## config.mk

```make
export PLATFORM = sky130hd
export DESIGN_NAME = mem_stage_lsu
export DESIGN_NICKNAME = d
export VERILOG_FILES = /design/src/rtl/lsu_pkg.sv /design/src/rtl/lsu_align.sv /design/src/rtl/mem_stage_lsu.sv
export SDC_FILE = /design/constraint.sdc
export NUM_CORES = 1
export LEC_CHECK = 0
export ABC_AREA = 1
export CAP_MARGIN = 15
export CORE_ASPECT_RATIO = 0.9
export CORE_MARGIN = 4
export CORE_UTILIZATION = 44
export CTS_CLUSTER_SIZE = 28
export DETAILED_ROUTE_END_ITERATION = 8
export HOLD_SLACK_MARGIN = 0.02
export PLACE_DENSITY = 0.78
export SYNTH_ARGS = -nofsm -noshare
export SYNTH_HDL_FRONTEND = slang
export SYNTH_SLANG_ARGS = --single-unit
```

## constraint.sdc

```tcl
create_clock -name clk -period 2.9 [get_ports clk]
set_clock_uncertainty 0.15 [all_clocks]
set_input_delay 0.58 -clock clk [delete_from_list [all_inputs] [get_ports clk]]
set_output_delay 0.58 -clock clk [all_outputs]
set_load 0.02 [all_outputs]
```

## src/rtl/lsu_pkg.sv

```systemverilog
// lsu_pkg: shared Func3 encodings and FSM state type for the memory-stage LSU
package lsu_pkg;
  localparam logic [2:0] F3_B  = 3'b000;
  localparam logic [2:0] F3_H  = 3'b001;
  localparam logic [2:0] F3_W  = 3'b010;
  localparam logic [2:0] F3_BU = 3'b100;
  localparam logic [2:0] F3_HU = 3'b101;
  typedef enum logic [1:0] {IDLE = 2'd0, BUSY = 2'd1, DONE = 2'd2} state_e;
endpackage

```

## src/rtl/lsu_align.sv

```systemverilog
// lsu_align: store lane replication/strobes and load byte select with extension
module lsu_align
  import lsu_pkg::*;
(
  input  logic [2:0]  st_f3_i,
  input  logic [1:0]  st_off_i,
  input  logic [31:0] st_data_i,
  output logic [31:0] st_wdata_o,
  output logic [3:0]  st_wstrb_o,
  input  logic [2:0]  ld_f3_i,
  input  logic [1:0]  ld_off_i,
  input  logic [31:0] ld_rdata_i,
  output logic [31:0] ld_data_o
);
  logic [7:0]  ld_b;
  logic [15:0] ld_h;
  always_comb begin
    st_wdata_o = st_f3_i == F3_B ? {4{st_data_i[7:0]}} :
                 st_f3_i == F3_H ? {2{st_data_i[15:0]}} : st_data_i;
    st_wstrb_o = st_f3_i == F3_B ? 4'b0001 << st_off_i :
                 st_f3_i == F3_H ? (st_off_i[1] ? 4'b1100 : 4'b0011) : 4'b1111;
    ld_b = ld_rdata_i[{ld_off_i, 3'b000} +: 8];
    ld_h = ld_off_i[1] ? ld_rdata_i[31:16] : ld_rdata_i[15:0];
    ld_data_o = ld_f3_i == F3_B  ? {{24{ld_b[7]}}, ld_b} :
                ld_f3_i == F3_BU ? {24'b0, ld_b} :
                ld_f3_i == F3_H  ? {{16{ld_h[15]}}, ld_h} :
                ld_f3_i == F3_HU ? {16'b0, ld_h} : ld_rdata_i;
  end
endmodule

```

## src/rtl/mem_stage_lsu.sv

```systemverilog
// mem_stage_lsu: M-stage load/store unit driving a single-outstanding req/ack data bus
module mem_stage_lsu
  import lsu_pkg::*;
(
  input  logic        clk,
  input  logic        reset,
  input  logic        MemReadM,
  input  logic        MemWriteM,
  input  logic [31:0] ALUResultM,
  input  logic [31:0] WriteDataM,
  input  logic [2:0]  Func3M,
  output logic        dmem_req,
  output logic        dmem_we,
  output logic [31:0] dmem_addr,
  output logic [31:0] dmem_wdata,
  output logic [3:0]  dmem_wstrb,
  input  logic [31:0] dmem_rdata,
  input  logic        dmem_ack,
  output logic [31:0] ReadDataM,
  output logic        LsuStallM,
  output logic        ErrM
);
  state_e      state_q;
  logic        req_q, we_q;
  logic [31:0] addr_q, wdata_q, rdata_q;
  logic [3:0]  wstrb_q;
  logic [2:0]  f3_q;
  logic [1:0]  off_q;
  logic [31:0] st_wdata, ld_data;
  logic [3:0]  st_wstrb;
  logic        access, f3_ok, aligned, legal;
  lsu_align u_align (
    .st_f3_i   (Func3M),
    .st_off_i  (ALUResultM[1:0]),
    .st_data_i (WriteDataM),
    .st_wdata_o(st_wdata),
    .st_wstrb_o(st_wstrb),
    .ld_f3_i   (f3_q),
    .ld_off_i  (off_q),
    .ld_rdata_i(dmem_rdata),
    .ld_data_o (ld_data)
  );
  // Func3 bit1 marks word, bit0 marks half; unsupported codes are rejected by f3_ok
  always_comb begin
    access    = MemReadM ^ MemWriteM;
    f3_ok     = Func3M inside {F3_B, F3_H, F3_W} || (MemReadM && Func3M inside {F3_BU, F3_HU});
    aligned   = Func3M[1] ? ALUResultM[1:0] == 2'b00 : Func3M[0] ? !ALUResultM[0] : 1'b1;
    legal     = access && f3_ok && aligned;
    ErrM      = state_q == IDLE && (MemReadM || MemWriteM) && !legal;
    LsuStallM = state_q == BUSY || (state_q == IDLE && legal);
  end
  always_ff @(posedge clk) begin
    if (reset) begin
      state_q <= IDLE;
      req_q   <= 1'b0;
      we_q    <= 1'b0;
      addr_q  <= '0;
      wdata_q <= '0;
      wstrb_q <= '0;
      rdata_q <= '0;
      f3_q    <= '0;
      off_q   <= '0;
    end else begin
      case (state_q)
        IDLE: if (legal) begin
          state_q <= BUSY;
          req_q   <= 1'b1;
          we_q    <= MemWriteM;
          addr_q  <= {ALUResultM[31:2], 2'b00};
          wdata_q <= MemWriteM ? st_wdata : '0;
          wstrb_q <= MemWriteM ? st_wstrb : 4'b0000;
          f3_q    <= Func3M;
          off_q   <= ALUResultM[1:0];
        end
        BUSY: if (dmem_ack) begin
          state_q <= DONE;
          req_q   <= 1'b0;
          if (!we_q) rdata_q <= ld_data;
        end
        default: state_q <= IDLE;
      endcase
    end
  end
  assign dmem_req   = req_q;
  assign dmem_we    = we_q;
  assign dmem_addr  = addr_q;
  assign dmem_wdata = wdata_q;
  assign dmem_wstrb = wstrb_q;
  assign ReadDataM  = rdata_q;
endmodule

```

Word level (Yosys, flattened, before mapping)
Index checks and enable logic that the tools add are counted.
Widths: inputs -> output; s select.
{"block": "op_classes", "n_addsub": 0, "n_mul": 0, "div_mod_pow": 0, "n_lt_le_gt_ge": 0, "n_eq_ne": 10, "n_shift": 2, "muxes": 20, "bitwise": 2, "n_reduce_logical": 22}
{"cell": "$mux 32", "count": 7}
{"cell": "$shiftx 32x6->8", "count": 1}
{"cell": "$mux 16", "count": 1}
{"cell": "$mux 4", "count": 4}
{"cell": "$eq 3x3->1 const B", "count": 4}
{"cell": "$eq 3x1->1 const B", "count": 2}
{"cell": "$logic_and 1x1->1", "count": 6}
{"cell": "$logic_not 3->1", "count": 2}
{"cell": "$reduce_and 3->1", "count": 2}
{"cell": "$logic_not 2->1", "count": 2}
{"cell": "$mux 1", "count": 4}
{"cell": "$mux 2", "count": 2}
{"cell": "$ne 2x2->1 const B", "count": 2}
{"cell": "$pmux 2 s2", "count": 1}
{"cell": "$reduce_and 2->1", "count": 2}
{"cell": "$reduce_bool 2->1", "count": 2}
{"cell": "$shl 1x2->4 const A", "count": 1}
{"cell": "$eq 3x2->1 const B", "count": 1}
{"cell": "$logic_or 1x1->1", "count": 3}
{"cell": "$reduce_bool 3->1", "count": 1}
{"cell": "$eq 2x1->1 const B", "count": 1}
{"cell": "$logic_not 1->1", "count": 2}
{"cell": "$pmux 1 s2", "count": 1}
{"cell": "$not 1->1", "count": 1}
{"cell": "$xor 1x1->1", "count": 1}
{"block": "word_totals", "register_bits": 107, "latch_bits": 0, "ram_bits": 0, "rom_bits": 0, "input_bits": 104, "mem_count": 0}

Longest topological paths before layout
Gate-level depths: netlist of run 1.
{"block": "depth", "depth_word": 8, "mapped_depth": 10, "mapped_depth_nobuf": 9}

By module
From an unflattened synthesis of run 1, not the netlist that was laid out.
{"block": "hier_totals", "hier_cells": 921, "area_unflattened_um2": 5928.2}
{"mod": "mem_stage_lsu", "instances": 1, "cells_per_inst": 577, "area_per_inst_um2": 4399.2, "seq_area_each_um2": 2142.1}
{"mod": "lsu_align", "instances": 1, "cells_per_inst": 344, "area_per_inst_um2": 1529.0, "seq_area_each_um2": 0.0}

Worst setup path before layout of run 1
Ideal clock, no wire load.
{"block": "synth_timing", "path_kind": "input to output", "from": "input MemWriteM", "to": "output LsuStallM", "arrival_ns": 1.966, "required_ns": 2.170, "path_slack_ns": 0.204, "path_stages": 9, "n_path_buf": 3, "path_cell_list": "clkinv_1 > clkbuf_1 > ha_1 > inv_1 > nor2_2 > nand4_1 > buf_4 > buf_2 > nand2_1"}
{"block": "synth_between", "elab_chain_cells": 5}
{"item": "start, declared", "line": "mem_stage_lsu.sv:8", "text": "input logic MemWriteM,"}
{"item": "$xor 1x1->1", "line": "mem_stage_lsu.sv:45", "text": "access = MemReadM ^ MemWriteM;"}
{"item": "$logic_and 1x1->1 (2 in series)", "line": "mem_stage_lsu.sv:48", "text": "legal = access && f3_ok && aligned;"}
{"item": "$logic_and 1x1->1", "line": "mem_stage_lsu.sv:50", "text": "LsuStallM = state_q == BUSY || (state_q == IDLE && legal);"}
{"item": "$logic_or 1x1->1", "line": "mem_stage_lsu.sv:50"}
{"item": "end, declared", "line": "mem_stage_lsu.sv:20", "text": "output logic LsuStallM,"}
No other way between the ends.

Worst setup path after layout of run 1
Same ends and word-level chain as after synthesis.

==> metrics.txt, run 1 <==
sequential share of the synthesized area=41.2%; YS warnings=0; area grow syn2layout=46.9%; # setup viols final=0; Clock Sinks=107; routed vias/inst=5.00; Min Clock Period, post-route=2780 ps; Reg-to-Reg Start=f3_q[1]; Final Util=66.6%; hold endpoint=dmem_wstrb[2]; clock power share=33.8%; commonest non-fill, non-tap cell in the layout=nand2_1; worst endpoint required time=2170 ps; Reg power frac=42.9%; worst slew pin tran=700 ps; Worst Hold Launch=dmem_wstrb[2]; initial antenna violation count=0; Routed Antenna Nets=0; R2R Path End=ReadDataM[8]; Final Non-Filler Cells=1152; GPL Wtd Cong=0.858; Starting Density=45.3%; first-pass GRT wire length=26500 µm; die area=0.0136 mm²; pin count of the biggest net entering global routing=74; syn_area_per_cell=6.45 µm²; DR pass1 iterations=5; Pint=2.61 mW; Chip Height=111 µm; Setup Crit Path Kind=input port to output port; RSZ-0062 raised after global routing=false; status=finished clean; WL final=16600 µm; Worst Setup End Kind=output port; postcts setup bufs=0; drt initial violations=554; Max Clk Rate=360 MHz; Sw Ratio=29.4%; layout cells sized above 1=5.22%; crit-path max FO=2; total gr overflow=0; Nets=1096; Port Buffers=205; Clock Path Buffers=2; DP Cell Count=1136; Core Area=0.0115 mm²; die width=123 µm; vias in the first global route=5400; Ant. Diodes=0; Synth Cell Area=0.00520 mm²; # fillers=1113; Pins Over Slew Limit=0; post-route cell area=0.00764 mm²; Mapped Cells=807; worst skew pair latency=350 ps; num ports=208; nature of the critical path startpoint=input port; Num CTS Buffers=9; WHS=314 ps; Placed Instance Area=0.00735 mm²; worst hold path class=register to register; CTS HTree Levels=3; Worst Path Arrival=2050 ps; PD cells=484 mW/mm²; GRT Resource Usage Total=24.0%; worst setup margin=119 ps; Fin Setup TNS=0 ps; flops & latches, synth=107; hold path cells=2; VDD IR-drop max=0.307 mV; Combinational Power Share=23.3%; crit share post-route=95.9%; r2r setup slk=880 ps; DP Wirelength=12000 µm; WL per Instance=14.4 µm; Post-Place Worst Slack=-334 ps; power after layout=3.70 mW; CTS tree=yes; Reg clk slew, reported paths=70 ps; final hold vios=0; Hold Buf Count CTS=0; synth unique cells=25; Max Cap Viol=0; leakage=3.23 nW; Sw Pwr=1.09 mW; commonest cells after routing, fill and taps aside=203 x nand2_1, 202 x clkdlybuf4s50_1, 167 x nor2_1, 107 x dfxtp_1, 77 x a21oi_1; drt drc=0; row cnt=37; clock tree root buffer cell=clkbuf_16; Max-slew headroom=53.4%; Vias=5761; r2r worst-path depth=8
registers in the layout, summed over array words and instances, names as in the netlist:
name	flops
dmem_we	1
dmem_addr	30
off_q	2
dmem_wstrb	4
state_q	2
dmem_req	1
dmem_wdata	32
f3_q	3
ReadDataM	32
critical path: stages:
cell             delay (ps)
clkdlybuf4s50_1         510
clkinv_1                100
ha_1                    270
inv_1                    40
nor2_2                  130
nand4_1                 150
nand2_1                 100
buf_2                   160
how the worst max path moves through the flow:
stage / start / cells past startpoint / end / slack, ps
4_1_cts: MemWriteM / 8 / LsuStallM / 8
2_1_floorplan: MemWriteM / 9 / LsuStallM / 200
3_3_place_gp: MemWriteM / 8 / LsuStallM / -300
6_report: MemWriteM / 8 / LsuStallM / 120
3_5_place_dp: MemWriteM / 8 / LsuStallM / -330
5_1_grt: MemWriteM / 8 / LsuStallM / 7
power by group through the flow:
stage | logic, mW | registers [mW] | clock network, mW
global placement | 0.858 | 1.62 | 0
global route | 0.944 | 1.60 | 1.32
detailed placement | 0.864 | 1.62 | 0
finish | 0.862 | 1.59 | 1.25
CTS | 0.866 | 1.59 | 1.28
floorplan | 0.384 | 1.70 | 0
final cells by class:
cell class	count	area, µm²	area share, %
flip-flops and latches	107	2140	28.0
multi-input cells	588	2550	33.4
clock inverters	7	75.1	0.982
inverters	60	225	2.95
well taps	156	195	2.55
clock buffers	9	225	2.95
repair buffers	225	2220	29.1
repair_timing:
item / 4_1_cts / 5_1_grt
resized for setup: 4 / 3
endpoints found under the hold margin: 0 / 0
setup endpoints to repair: 2 / 2
metal layers:
layer / vias to the layer above / GRT usage, % / wire length, µm
met5: - / 0 / 0
met4: 0 / 7.24 / 368
met3: 31 / 8.01 / 1660
met2: 220 / 40.5 / 7830
met1: 2595 / 28.7 / 6730
li1: 2915 / - / -
cells in the mapped netlist (all sizes together):
| master | instances | area (µm²) |
|---|---|---|
| nand2 | 206 | 781 |
| nor2 | 172 | 666 |
| dfxtp | 107 | 2140 |
| a21oi | 77 | 385 |
| o21ai | 73 | 365 |
| inv | 59 | 221 |
| nand3 | 39 | 205 |
| buf | 30 | 200 |
| clkbuf | 23 | 86.3 |
| a22oi | 7 | 52.6 |
| o211ai | 6 | 45.0 |
| nand4 | 4 | 25.0 |
| clkinv | 1 | 3.75 |
| conb | 1 | 3.75 |
| ha | 1 | 12.5 |
| or2 | 1 | 6.26 |
cells by family after synthesis:
| logic type | share of synthesized area [%] |
|---|---|
| AOI/OAI and AO/OA | 16.3 |
| adders and majority gates | 0.241 |
| buffers and inverters | 9.84 |
| DFF | 41.2 |
| other | 0.0721 |
| and+or+nand+nor | 32.4 |
No activity file was read; power rests on OpenSTA's default activity.
==> run 2: changes to the inputs <==
Settings changed: ABC_AREA 1 to not set, CORE_UTILIZATION 44 to 43, CTS_CLUSTER_SIZE 28 to 10.
==> run 2 against run 1 <==
Fmax is 1.9% lower. Core utilization is 2.1 points higher. Sequential share of layout area is 0.24 points higher. Critical path type unchanged. Final area is 0.84% lower. Combinational power is 8.5% lower. Clock-buffer cell count is 1 higher. Wire length is 1.3% lower.
==> metrics.txt, run 2 <==
clock power share=37.5% (was 33.8%); PD cells=499 mW/mm² (was 484 mW/mm²); Synth Cell Area=0.00496 mm² (was 0.00520 mm²); total gr overflow=0 (unchanged); layout cells sized above 1=11.8% (was 5.22%); Pins Over Slew Limit=0 (unchanged); worst skew pair latency=340 ps (was 350 ps); drt drc=0 (unchanged); Most Crowded Layer GR=met2 (unchanged); YS warnings=0 (unchanged); Core Area=0.0110 mm² (was 0.0115 mm²); Combinational Power Share=20.9% (was 23.3%); synth unique cells=42 (was 25); final hold vios=0 (unchanged); routed vias/inst=5.56 (was 5.00); GR Util met1=29.6% (was 28.7%); die area=0.0133 mm² (was 0.0136 mm²); worst endpoint required time=2170 ps (about the same); RSZ-0062 raised after global routing=false (unchanged); row cnt=36 (was 37); leakage=2.78 nW (was 3.23 nW); sequential share of the synthesized area=43.2% (was 41.2%); DR pass1 iterations=5 (unchanged); dominant cell type by area after synthesis=dfxtp_1 (unchanged); pin count of the biggest net entering global routing=54 (was 74); GPL Wtd Cong=0.899 (was 0.858); commonest non-fill, non-tap cell in the layout=clkdlybuf4s50_1 (was nand2_1); Synth async-reset ratio=0% (unchanged); Clock Path Buffers=2 (unchanged); vias in the first global route=4852 (was 5400); Ant. Diodes=0 (unchanged); Min Clock Period, post-route=2840 ps (was 2780 ps); Reg power frac=41.6% (was 42.9%); die width=121 µm (was 123 µm); Pint=2.78 mW (was 2.61 mW); Nets=852 (was 1096); Sw Pwr=1.00 mW (was 1.09 mW); VDD IR-drop max=0.392 mV (was 0.307 mV); clock tree root buffer cell=clkbuf_16 (unchanged); post-cts resize count=11 (was 4); top cells by area, synth=dfxtp_1 43%, o21ai_0 8.1%, mux2i_1 6.3%, a21oi_1 5.8%, nand3_1 3.7% (was dfxtp_1 41%, nand2_1 15%, nor2_1 12%, a21oi_1 7.4%, o21ai_0 6.9%); # setup viols final=0 (unchanged); Vias=5027 (was 5761); Reg clk slew, reported paths=70 ps (about the same); Final Util=68.7% (was 66.6%); crit-path max FO=4 (was 2); WL per Instance=18.1 µm (was 14.4 µm); Hold Buf Count CTS=0 (unchanged); worst slew pin tran=896 ps (was 700 ps); post-route cell area=0.00758 mm² (was 0.00764 mm²); commonest cells after routing, fill and taps aside=200 x clkdlybuf4s50_1, 107 x dfxtp_1, 79 x o21ai_0, 56 x a21oi_1 (was 203 x nand2_1, 202 x clkdlybuf4s50_1, 167 x nor2_1, 107 x dfxtp_1, 77 x a21oi_1); flops & latches, synth=107 (unchanged); Commonest cells post-synth=107 x dfxtp_1, 80 x o21ai_0, 57 x a21oi_1, 38 x nor2_1, 37 x nand3_1 (was 203 x nand2_1, 168 x nor2_1, 107 x dfxtp_1, 77 x a21oi_1, 72 x o21ai_0); worst hold path class=register to register (unchanged); syn_area_per_cell=8.92 µm² (was 6.45 µm²); r2r setup slk=990 ps (was 880 ps); Routed Antenna Nets=0 (unchanged); Clock Sinks=107 (unchanged); EDFF count, synth=0 (unchanged); CTS tree=yes (unchanged); drt initial violations=384 (was 554); post-synth top area share=43.2% (was 41.2%); crit share post-route=97.8% (was 95.9%); status=finished clean (unchanged); DP Wirelength=11900 µm (was 12000 µm); top_reg_cell synth=dfxtp_1 (unchanged); postcts setup bufs=0 (unchanged); CTS HTree Levels=3 (unchanged); nature of the critical path startpoint=input port (unchanged); initial antenna violation count=0 (unchanged); Max Clk Rate=353 MHz (was 360 MHz); Placed Instance Area=0.00723 mm² (was 0.00735 mm²); num ports=208 (unchanged); first-pass GRT wire length=25300 µm (was 26500 µm); Port Buffers=205 (unchanged); Max-slew headroom=40.2% (was 53.4%); most common cell in the netlist=dfxtp_1 (was nand2_1); Worst Path Arrival=2110 ps (was 2050 ps); GRT Resource Usage Total=23.8% (was 24.0%); Num CTS Buffers=9 (unchanged); Worst Setup End Kind=output port (unchanged); area grow syn2layout=52.8% (was 46.9%); M2 GR Usage=39.5% (was 40.5%); Max Cap Viol=0 (unchanged); power after layout=3.78 mW (was 3.70 mW); Setup Crit Path Kind=input port to output port (unchanged); Sw Ratio=26.5% (was 29.4%); Chip Height=110 µm (was 111 µm); Mapped Cells=556 (was 807); WL final=16400 µm (was 16600 µm); WHS=322 ps (was 314 ps); routing usage on met3=7.92% (was 8.01%); Starting Density=44.9% (was 45.3%)
run 2: cell count changes in the layout (fill, tap and decap cells not counted), moves of 16 or more:
cell and change:
a211oi_1 +16, inv_1 -51, nand2_1 -183, mux2i_1 +31, nor2_1 -130, a21oi_1 -21, nor3_1 +16
run 2: metrics by stage:
step / setup WS [ps] / TNS, ps / cells
3_3_place_gp: -521 / -1310 / 888
4_1_cts: 8.36 / 0 / 904
6_report: 64.1 / 0 / 904
5_1_grt: 4.43 / 0 / 904
2_1_floorplan: 79.2 / 0 / 557
3_5_place_dp: -517 / -2550 / 888
run 2: kinds of logic after synthesis:
family | synth area share (%)
AOI/OAI and AO/OA | 25.0
and+or+nand+nor | 14.0
DFF | 43.2
buffers and inverters | 5.63
muxes | 11.9
adders and majority gates | 0.252
other | 0.0756
run 2: area by class of cell:
type | instances | area [µm²]
repair buffers | 237 | 2310
well taps | 152 | 190
multi-input cells | 386 | 2560
clock buffers | 10 | 239
clock inverters | 6 | 111
flip-flops and latches | 107 | 2140
inverters | 6 | 22.5
fillers | 899 | 3460
run 2: routing by layer:
layer	wire, µm	vias up
li1	-	2410
met1	6950	2402
met2	7740	188
met3	1320	27
met4	360	0
met5	0	-
run 2: path summary, 6_finish.rpt:
check / startpoint / endpoint / cells past startpoint
max: Func3M[2] / ErrM / 5
min: dmem_wdata[8] / dmem_wdata[8] / 1
max reg2reg: f3_q[0] / ReadDataM[17] / 3
min reg2reg: dmem_wdata[8] / dmem_wdata[8] / 1
run 2: power by group through the flow:
stage | clock network [mW] | registers, mW | logic [mW]
final | 1.42 | 1.57 | 0.789
after global routing | 1.50 | 1.58 | 0.843
after CTS | 1.45 | 1.57 | 0.786
after detailed placement | 0 | 1.60 | 0.784
after global placement | 0 | 1.60 | 0.772
after floorplan | 0 | 1.67 | 0.315
run 2: critical path, cell delays in order:
cell	delay [ps]
clkdlybuf4s50_1	600
nand2b_1	110
a21o_2	210
a2111oi_2	380
buf_2	230
==> run 3: changes to the inputs <==
Settings changed: SLEW_MARGIN set to 25.
==> results of run 3 <==
Same layout as run 2: the final DEF is identical, and so are final timing and power.
